<file path="src/rtl/arb_pkg.sv">
// Shared definitions for the register-write arbiter: FSM states, default sizing,
// and the ceiling-log2 helper used to size index and counter fields.
package arb_pkg;

    localparam int ARB_NREQ     = 4;
    localparam int ARB_W        = 32;
    localparam int ARB_MAXBURST = 8;

    typedef enum logic [1:0] {
        ST_IDLE   = 2'd0,
        ST_GRANT  = 2'd1,
        ST_LOCKED = 2'd2
    } arb_state_e;

    function automatic int clog2(input int value);
        int r;
        r = 0;
        while ((1 << r) < value) r++;
        return r;
    endfunction

endpackage

</file>
<file path="src/rtl/rr_pick.sv">
// Round-robin winner search: first asserted request starting at last+1, wrapping,
// so the previous winner is always the lowest-priority candidate.
module rr_pick
    import arb_pkg::*;
#(
    parameter int NREQ = ARB_NREQ
) (
    input  logic [NREQ-1:0]          req,
    input  logic [clog2(NREQ)-1:0]   last,
    output logic                     valid,
    output logic [clog2(NREQ)-1:0]   idx
);

    localparam int IW = clog2(NREQ);

    function automatic logic [IW-1:0] wrap_idx(input int s);
        return IW'((s >= NREQ) ? s - NREQ : s);
    endfunction

    // Scan from lowest to highest priority so the closest requester overwrites.
    always_comb begin
        // NOTE: every output gets a default first so no path leaves it unassigned (no latch).
        valid = 1'b0;
        idx   = '0;
        for (int i = NREQ; i >= 1; i--) begin
            if (req[wrap_idx(int'(last) + i)]) begin
                valid = 1'b1;
                idx   = wrap_idx(int'(last) + i);
            end
        end
    end

endmodule

</file>
<file path="src/rtl/reg_write_arbiter.sv">
// Round-robin owner of a shared enable-loaded register: drives D/en, issues
// one-hot grants and supports locked bursts capped at MAXBURST beats.
module reg_write_arbiter
    import arb_pkg::*;
#(
    parameter int NREQ     = ARB_NREQ,
    parameter int W        = ARB_W,
    parameter int MAXBURST = ARB_MAXBURST
) (
    input  logic                    clk,
    input  logic                    rst,
    input  logic [NREQ-1:0]         req,
    input  logic [NREQ-1:0]         lock,
    input  logic [NREQ*W-1:0]       wdata,
    output logic [NREQ-1:0]         gnt,
    output logic                    reg_en,
    output logic [W-1:0]            reg_d,
    output logic [clog2(NREQ)-1:0]  owner,
    output logic                    busy
);

    localparam int IW = clog2(NREQ);
    localparam int BW = clog2(MAXBURST + 1);
    localparam logic [BW-1:0] BEAT_MAX = BW'(MAXBURST);

    arb_state_e       r_state, w_state_nxt;
    logic [NREQ-1:0]  r_gnt, w_gnt_nxt;
    logic [W-1:0]     r_reg_d, w_reg_d_nxt;
    logic [IW-1:0]    r_owner, w_owner_nxt;
    logic [IW-1:0]    r_last, w_last_nxt;
    logic [BW-1:0]    r_beat, w_beat_nxt;
    logic             w_valid;
    logic [IW-1:0]    w_win;
    logic             w_cont;
    logic [W-1:0]     w_data [NREQ];

    for (genvar g = 0; g < NREQ; g++) begin : g_unpack
        assign w_data[g] = wdata[g*W +: W];
    end

    rr_pick #(.NREQ(NREQ)) u_pick (
        .req   (req),
        .last  (r_last),
        .valid (w_valid),
        .idx   (w_win)
    );

    // A locked owner keeps the register only while it still asks and has beats left.
    assign w_cont = (r_state == ST_LOCKED) && req[r_owner] && lock[r_owner]
                    && (r_beat != BEAT_MAX);

    always_comb begin
        w_state_nxt = ST_IDLE;
        w_gnt_nxt   = '0;
        w_reg_d_nxt = r_reg_d;
        w_owner_nxt = r_owner;
        w_last_nxt  = r_last;
        w_beat_nxt  = '0;
        if (w_cont) begin
            w_state_nxt          = ST_LOCKED;
            w_gnt_nxt[r_owner]   = 1'b1;
            w_reg_d_nxt          = w_data[r_owner];
            w_beat_nxt           = r_beat + BW'(1);
        end else if (w_valid) begin
            w_gnt_nxt[w_win] = 1'b1;
            w_reg_d_nxt      = w_data[w_win];
            w_owner_nxt      = w_win;
            w_last_nxt       = w_win;
            if (lock[w_win]) begin
                w_state_nxt = ST_LOCKED;
                w_beat_nxt  = BW'(1);
            end else begin
                w_state_nxt = ST_GRANT;
            end
        end
    end

    always_ff @(posedge clk or negedge rst) begin
        if (!rst) begin
            r_state <= ST_IDLE;
            r_gnt   <= '0;
            r_reg_d <= '0;
            r_owner <= '0;
            r_last  <= IW'(NREQ - 1);
            r_beat  <= '0;
        end else begin
            // NOTE: state registers use non-blocking assignments so all update together at the edge.
            r_state <= w_state_nxt;
            r_gnt   <= w_gnt_nxt;
            r_reg_d <= w_reg_d_nxt;
            r_owner <= w_owner_nxt;
            r_last  <= w_last_nxt;
            r_beat  <= w_beat_nxt;
        end
    end

    assign gnt    = r_gnt;
    assign reg_en = |r_gnt;
    assign reg_d  = r_reg_d;
    assign owner  = r_owner;
    assign busy   = (r_state == ST_LOCKED);

endmodule

</file>
<file path="config.mk">
export PLATFORM = sky130hd
export DESIGN_NAME = reg_write_arbiter
export DESIGN_NICKNAME = d
export VERILOG_FILES = /design/src/rtl/arb_pkg.sv /design/src/rtl/rr_pick.sv /design/src/rtl/reg_write_arbiter.sv
export SDC_FILE = /design/constraint.sdc
export NUM_CORES = 1
export LEC_CHECK = 0
export ABC_AREA = 1
export BUFFER_PORTS_ARGS = -buffer_cell sky130_fd_sc_hd__buf_2
export CAP_MARGIN = 30
export CORE_MARGIN = 3
export CORE_UTILIZATION = 54
export CTS_BUF_LIST = sky130_fd_sc_hd__clkbuf_4 sky130_fd_sc_hd__clkbuf_8
export DETAILED_ROUTE_END_ITERATION = 12
export PLACE_DENSITY = 0.93
export SLEW_MARGIN = 15
export SYNTH_ARGS = -nofsm -noshare
export SYNTH_HDL_FRONTEND = slang
export SYNTH_HIERARCHICAL = 1
export SYNTH_SLANG_ARGS = --single-unit
</file>
<file path="constraint.sdc">
create_clock -name clk -period 4.9 [get_ports clk]
set_clock_uncertainty 0.15 [all_clocks]
set_input_delay 0.98 -clock clk [delete_from_list [all_inputs] [get_ports clk]]
set_output_delay 0.98 -clock clk [all_outputs]
set_load 0.005 [all_outputs]
</file>
==> impl_metrics.ini, run 1 <==
[yosys]
synth_area_leader_cell = nand2_1
synth_edf_count = 0
postSynthCellCount = 677
yosysWarnings = 6
synth_common_cells = 307 x nand2_1, 144 x nand3_1, 61 x nand4_1
synth_top_area_share = 0.285
ys_async_sr_fraction = 1.00
synth.most_common_cell = nand2_1
syn-num-nets = 817
seq_area_frac_synth = 0.285
syn_area_um2 = 4050
synth-seq-cells = 46
synth_cell_types = 31
synthTopCellsByArea = nand2_1 28%, dfrtp_1 27%, nand3_1 18%
ys.flop_type = dfrtp_1
syn_avg_cell_area_um2 = 5.98

[power_and_ir_drop]
p_leak_nw = 2.64
power_mw = 3.98
powerDensity_nw_per_um2 = 782
vdd_drop_max_mv = 0.328

[setup_path]
r2r-start = r_last[0]
slowest_stage = nor2_2
crit_type = in -> reg
end_kind = flop
rrSetupSlack_ps = 1600
crit_chain = buf_2 > inv_1 > o21ai_1 > nand2_1 > nand2_1 > nand3_1 > a21boi_1 > inv_1 > nor2_2 > buf_4 > nand2_1 > nand4_1 > nand3_1 > nand3_1
cp.buffers_inverters = 4
cp_max_fo = 18
critical-path-top-delay-family = simple AND/OR/NAND/NOR gates
cp_data_arrival_time_ps = 3500
crit_path_start = req[2]
cp_slowest_stage_delay_ps = 670
reg2reg_depth = 13
worstReg2RegEnd = reg_d[23]
worst-endpoint-required_ps = 4990
worstSetupPathDepth = 14
crit_end = reg_d[23]
critPathLaunchType = input pin

[floorplan]
fp.dieW_um = 92.6
ios = 178
dieArea_um2 = 8570
dieHeight_um = 92.6
fp.coreArea_um2 = 7020
row_count = 30
initial_core_util = 0.577

[place]
hpwl_mm = 10.8
place_ws_ps = 1260
place_congestion = 0.895
numPortBuffers = 177

[worst_hold_path]
hold_path_class = reg -> reg
min_path_cells = 2

[sta]
period_share = 0.696
slew_viol_final = 0
final.setup.worst_slack_ps = 1490
setup_viol = 0
slew_headroom = 0.340
min_period_ps = 3410
tightest_slew_ps = 989
rsz0062_at_grt = false
hold_slack_ps = 385
timing.fmax_ghz = 0.293
final_hold_viol_count = 0
fin_tns_setup_ps = 0

[run]
drv_cap = 0

[detailed_routing]
wire_per_inst_um = 16.5
antenna_left = 0
drt_iter0_markers = 502
via_count = 5634
drcViolationCount = 0
vias_per_cell = 6.11
first_pass_iters = 8
routed_wl_mm = 15.2

[grt]
grt.met1_usage = 0.419
grt.busiest_layer = met2
met2_usage = 0.581
grt_pass1_vias = 5201
grt_pass1_wl_mm = 23.9
antenna_found_initial = 0
use_met3 = 0.0471
grt_usage = 0.340
grt.overflow.total = 0
grt_max_degree = 56

[final_layout]
diodes = 0
final_nets = 966
syn2layout_area_growth_pct = 25.7
drive_above_1_share = 0.270
fin_util = 0.725

[run_status]
status = finished, final reports clean

[cts]
clock-sinks = 46
cts_tree = done
cts_buffers = 5
cts.clk_slew.worst_paths_ps = 90
cts.repair.resized = 0
clk_path_buf_depth = 2
cts_root_buf = clkbuf_8
insertion_delay_ps = 300
htreeDepth = 2
cts_setup_buffers = 0
hold_buffers = 0
-- where the power goes --
part | switching, mW | internal [mW] | leakage, nW
logic | 1.91 | 1.06 | 2.04
registers | 0.158 | 0.602 | 0.564
clock network | 0.133 | 0.104 | 0.0407
-- worst register-to-register path, stage by stage (launching register included) --
cell and delay, ps:
dfstp_2 700, nand2_1 90, o21ai_1 140, nand2_1 70
nand2_1 60, nand3_1 70, a21boi_1 400, inv_1 130
nor2_2 670, buf_4 390, nand2_1 90, nand4_1 110
nand3_1 100, nand3_1 90
-- area by class of cell --
type / instances / area (um2)
Inverter: 24 / 97.6
Timing Repair Buffer: 190 / 1070
Sequential cell: 46 / 1150
Tap cell: 96 / 120
Clock buffer: 6 / 76.3
Multi-Input combinational cell: 559 / 2560
Clock inverter: 1 / 7.51
Fill cell: 588 / 1930
-- layer usage --
layer | vias to the layer above | share of wire
met3 | 80 | 0.12
li1 | 2550 | -
met1 | 2531 | 0.36
met2 | 473 | 0.48
met5 | - | 0
met4 | 0 | 0.046
-- kinds of logic after synthesis --
kind of cell / after synthesis / synth area share
and+or+nand+nor: 543 / 0.598
buffers and inverters: 72 / 0.0850
DFF: 46 / 0.285
AOI/OAI and AO/OA: 12 / 0.0210
xor gates and xnor gates: 2 / 0.00433
adders and majority gates: 2 / 0.00618
-- state kept, by name, summed over array words and instances, names as in the netlist --
register / flops
r_state: 2
r_last: 2
reg_d: 32
r_beat: 4
gnt: 4
owner: 2
-- through the flow --
| stage | std cells | instance area (um2) |
|---|---|---|
| 3_3_place_gp | 910 | 4880 |
| 5_1_grt | 922 | 5090 |
| 6_report | 922 | 5090 |
| 4_1_cts | 921 | 5070 |
| 2_1_floorplan | 677 | 4050 |
| 3_5_place_dp | 914 | 4980 |
-- cell usage in the layout, fill, tap and decap left out, drive strengths merged, types with 3 or more instances in the layout --
| master | Yosys | layout |
|---|---|---|
| nor2 | 18 | 18 |
| nand3 | 145 | 145 |
| a21oi | 5 | 5 |
| inv | 24 | 24 |
| nand4 | 61 | 61 |
| nand2 | 316 | 316 |
| buf | 32 | 190 |
| dfrtp | 44 | 44 |
| o21ai | 3 | 3 |
| clkbuf | 16 | 6 |
-- worst min path at each step --
stage,slack (ps),from,to
6_report,390,reg_d[25],reg_d[25]
4_1_cts,380,reg_d[25],reg_d[25]
3_3_place_gp,350,reg_d[9],reg_d[9]
5_1_grt,410,reg_d[15],reg_d[15]
3_5_place_dp,360,reg_d[25],reg_d[25]
2_1_floorplan,300,r_last[0],r_last[0]
Power figures use the tool's default switching activity.
==> inputs of run 2 (changes only) <==
ABC_AREA = 0   (was 1)
CORE_UTILIZATION = 44   (was 54)
PLACE_DENSITY = 0.82   (was 0.93)
clock period = 3.1 ns   (was 4.9 ns; I/O delays follow)
==> impl_metrics.ini, run 2 <==
[run_status]
status = finished, final reports clean

[setup_path]
worst-endpoint-required_ps = 3130
crit_chain = nand2b_1 > a21oi_2 > o221ai_4 > buf_4 > mux4_2 > mux2_2 > mux2_2
critPathLaunchType = flop
critical-path-top-delay-family = multiplexers
cp.buffers_inverters = 1
cp_max_fo = 15
cpMostUsedCell = mux2_2
crit_type = reg -> reg
cp_slowest_stage_delay_ps = 600
slowest_stage = dfstp_2
cp_data_arrival_time_ps = 2760
end_kind = flop

[power_and_ir_drop]
intPower_mw = 2.68
seq_power_share = 0.283
vdd_drop_max_mv = 0.408
power_mw = 4.11
swShare = 0.349
p_leak_nw = 2.24
switchingPower_mw = 1.43
clockPowerShare = 0.112
powerDensity_nw_per_um2 = 819
power_frac_comb = 0.605

[sta]
tightest_slew_ps = 609
hold_slack_ps = 173
final.setup.worst_slack_ps = 367
setup_viol = 0
timing.fmax_ghz = 0.366
min_period_ps = 2730
final_hold_viol_count = 0
period_share = 0.882
rsz0062_at_grt = false
slew_viol_final = 0
slew_headroom = 0.594
fin_tns_setup_ps = 0

[place]
numPortBuffers = 177
hpwl_mm = 8.06
place_ws_ps = 146
place_congestion = 0.806
dpl_cell_area_um2 = 4910
dp_cells = 523

[yosys]
syn_avg_cell_area_um2 = 15.3
ys.flop_type = dfrtp_1
synth.most_common_cell = mux2_2
synth-seq-cells = 46
synth_edf_count = 0
synth_common_cells = 68 x mux2_2, 67 x mux4_2, 44 x dfrtp_1
postSynthCellCount = 254
syn-num-nets = 394
syn_area_um2 = 3890
synth_area_leader_cell = mux4_2
yosysWarnings = 6
ys_async_sr_fraction = 1.00
seq_area_frac_synth = 0.297
synthTopCellsByArea = mux4_2 39%, dfrtp_1 28%, mux2_2 20%
synth_top_area_share = 0.388
synth_cell_types = 32

[cts]
cts_buffers = 5
cts.repair.resized = 0
insertion_delay_ps = 300
htreeDepth = 2
cts_tree = done
clock-sinks = 46
cts.clk_slew.worst_paths_ps = 90
cts_setup_buffers = 0
cts_root_buf = clkbuf_8
hold_buffers = 0
clk_path_buf_depth = 2

[final_layout]
diodes = 0
final_area_um2 = 5020
final_cell_mix = 177 x buf_2, 68 x mux2_2, 67 x mux4_2
register_area_um2 = 1160
final_nets = 565
drive_above_1_share = 0.798
instances_no_fill = 531
layout_commonest_cell = buf_2
largest_reg_flops = 32
fin_util = 0.599
fillers = 681
syn2layout_area_growth_pct = 29.1
multi_input_area_um2 = 2620

[detailed_routing]
met1_length_mm = 3.70
routed_wl_mm = 10.4
highest_layer = met4
wl_met3_um = 812
first_pass_iters = 4
wl_met2_mm = 5.75
drcViolationCount = 0
vias_per_cell = 5.94
drt_iter0_markers = 88
wire_per_inst_um = 19.6
via_count = 3155
antenna_left = 0

[grt]
grt_pass1_wl_mm = 16.9
grt_max_degree = 29
grt.overflow.total = 0
antenna_found_initial = 0
grt_usage = 0.213
grt_pass1_vias = 3595

[floorplan]
dieHeight_um = 100
fp.dieW_um = 100
dieArea_um2 = 10000
ios = 178
row_count = 33
fp.coreArea_um2 = 8380
initial_core_util = 0.464

[run]
drv_cap = 0

[worst_hold_path]
hold_path_class = in -> async
-- run 2: final timing paths --
check                           from         to  slack, ps  cells after the start
min in group clk           r_beat[0]  r_beat[0]        370                      1
setup / recovery           r_last[1]  reg_d[23]        370                      7
setup reg to reg           r_last[1]  reg_d[23]        370                      7
max in group asynchronous        rst  reg_d[19]       1900                      2
hold reg to reg            r_beat[0]  r_beat[0]        370                      1
hold / removal                   rst   reg_d[5]        170                      1
-- run 2: power groups by stage --
stage	registers, mW	logic, mW	clock network [mW]
after global placement	1.17	2.43	0
final	1.16	2.49	0.459
after floorplan	1.09	1.85	0
after detailed placement	1.19	2.52	0
after global routing	1.22	2.70	0.507
after CTS	1.17	2.53	0.475
-- run 2: layout make-up --
type	count	share of cell area
Timing Repair Buffer	188	0.195
Clock buffer	6	0.0152
Sequential cell	46	0.230
Multi-Input combinational cell	179	0.522
Tap cell	105	0.0262
Clock inverter	2	0.00748
Inverter	5	0.00374
-- run 2: kinds of logic (layout without fill, tap and decap cells) --
kind of cell / after synthesis / after routing / share of synthesized area
multiplexers: 141 / 141 / 0.601
flip-flops: 46 / 46 / 0.297
buffers and inverters: 29 / 201 / 0.0360
AND/OR/NAND/NOR: 26 / 26 / 0.0360
AO/OA/AOI/OAI: 8 / 8 / 0.0193
adder cells (fa/ha/maj): 2 / 2 / 0.00644
XOR/XNOR: 2 / 2 / 0.00451
-- run 2: per-layer routing --
layer	up-vias	global-route usage
li1	1391	-
met1	1593	0.239
met2	155	0.409
met3	16	0.0424
met4	0	0.0549
met5	-	0
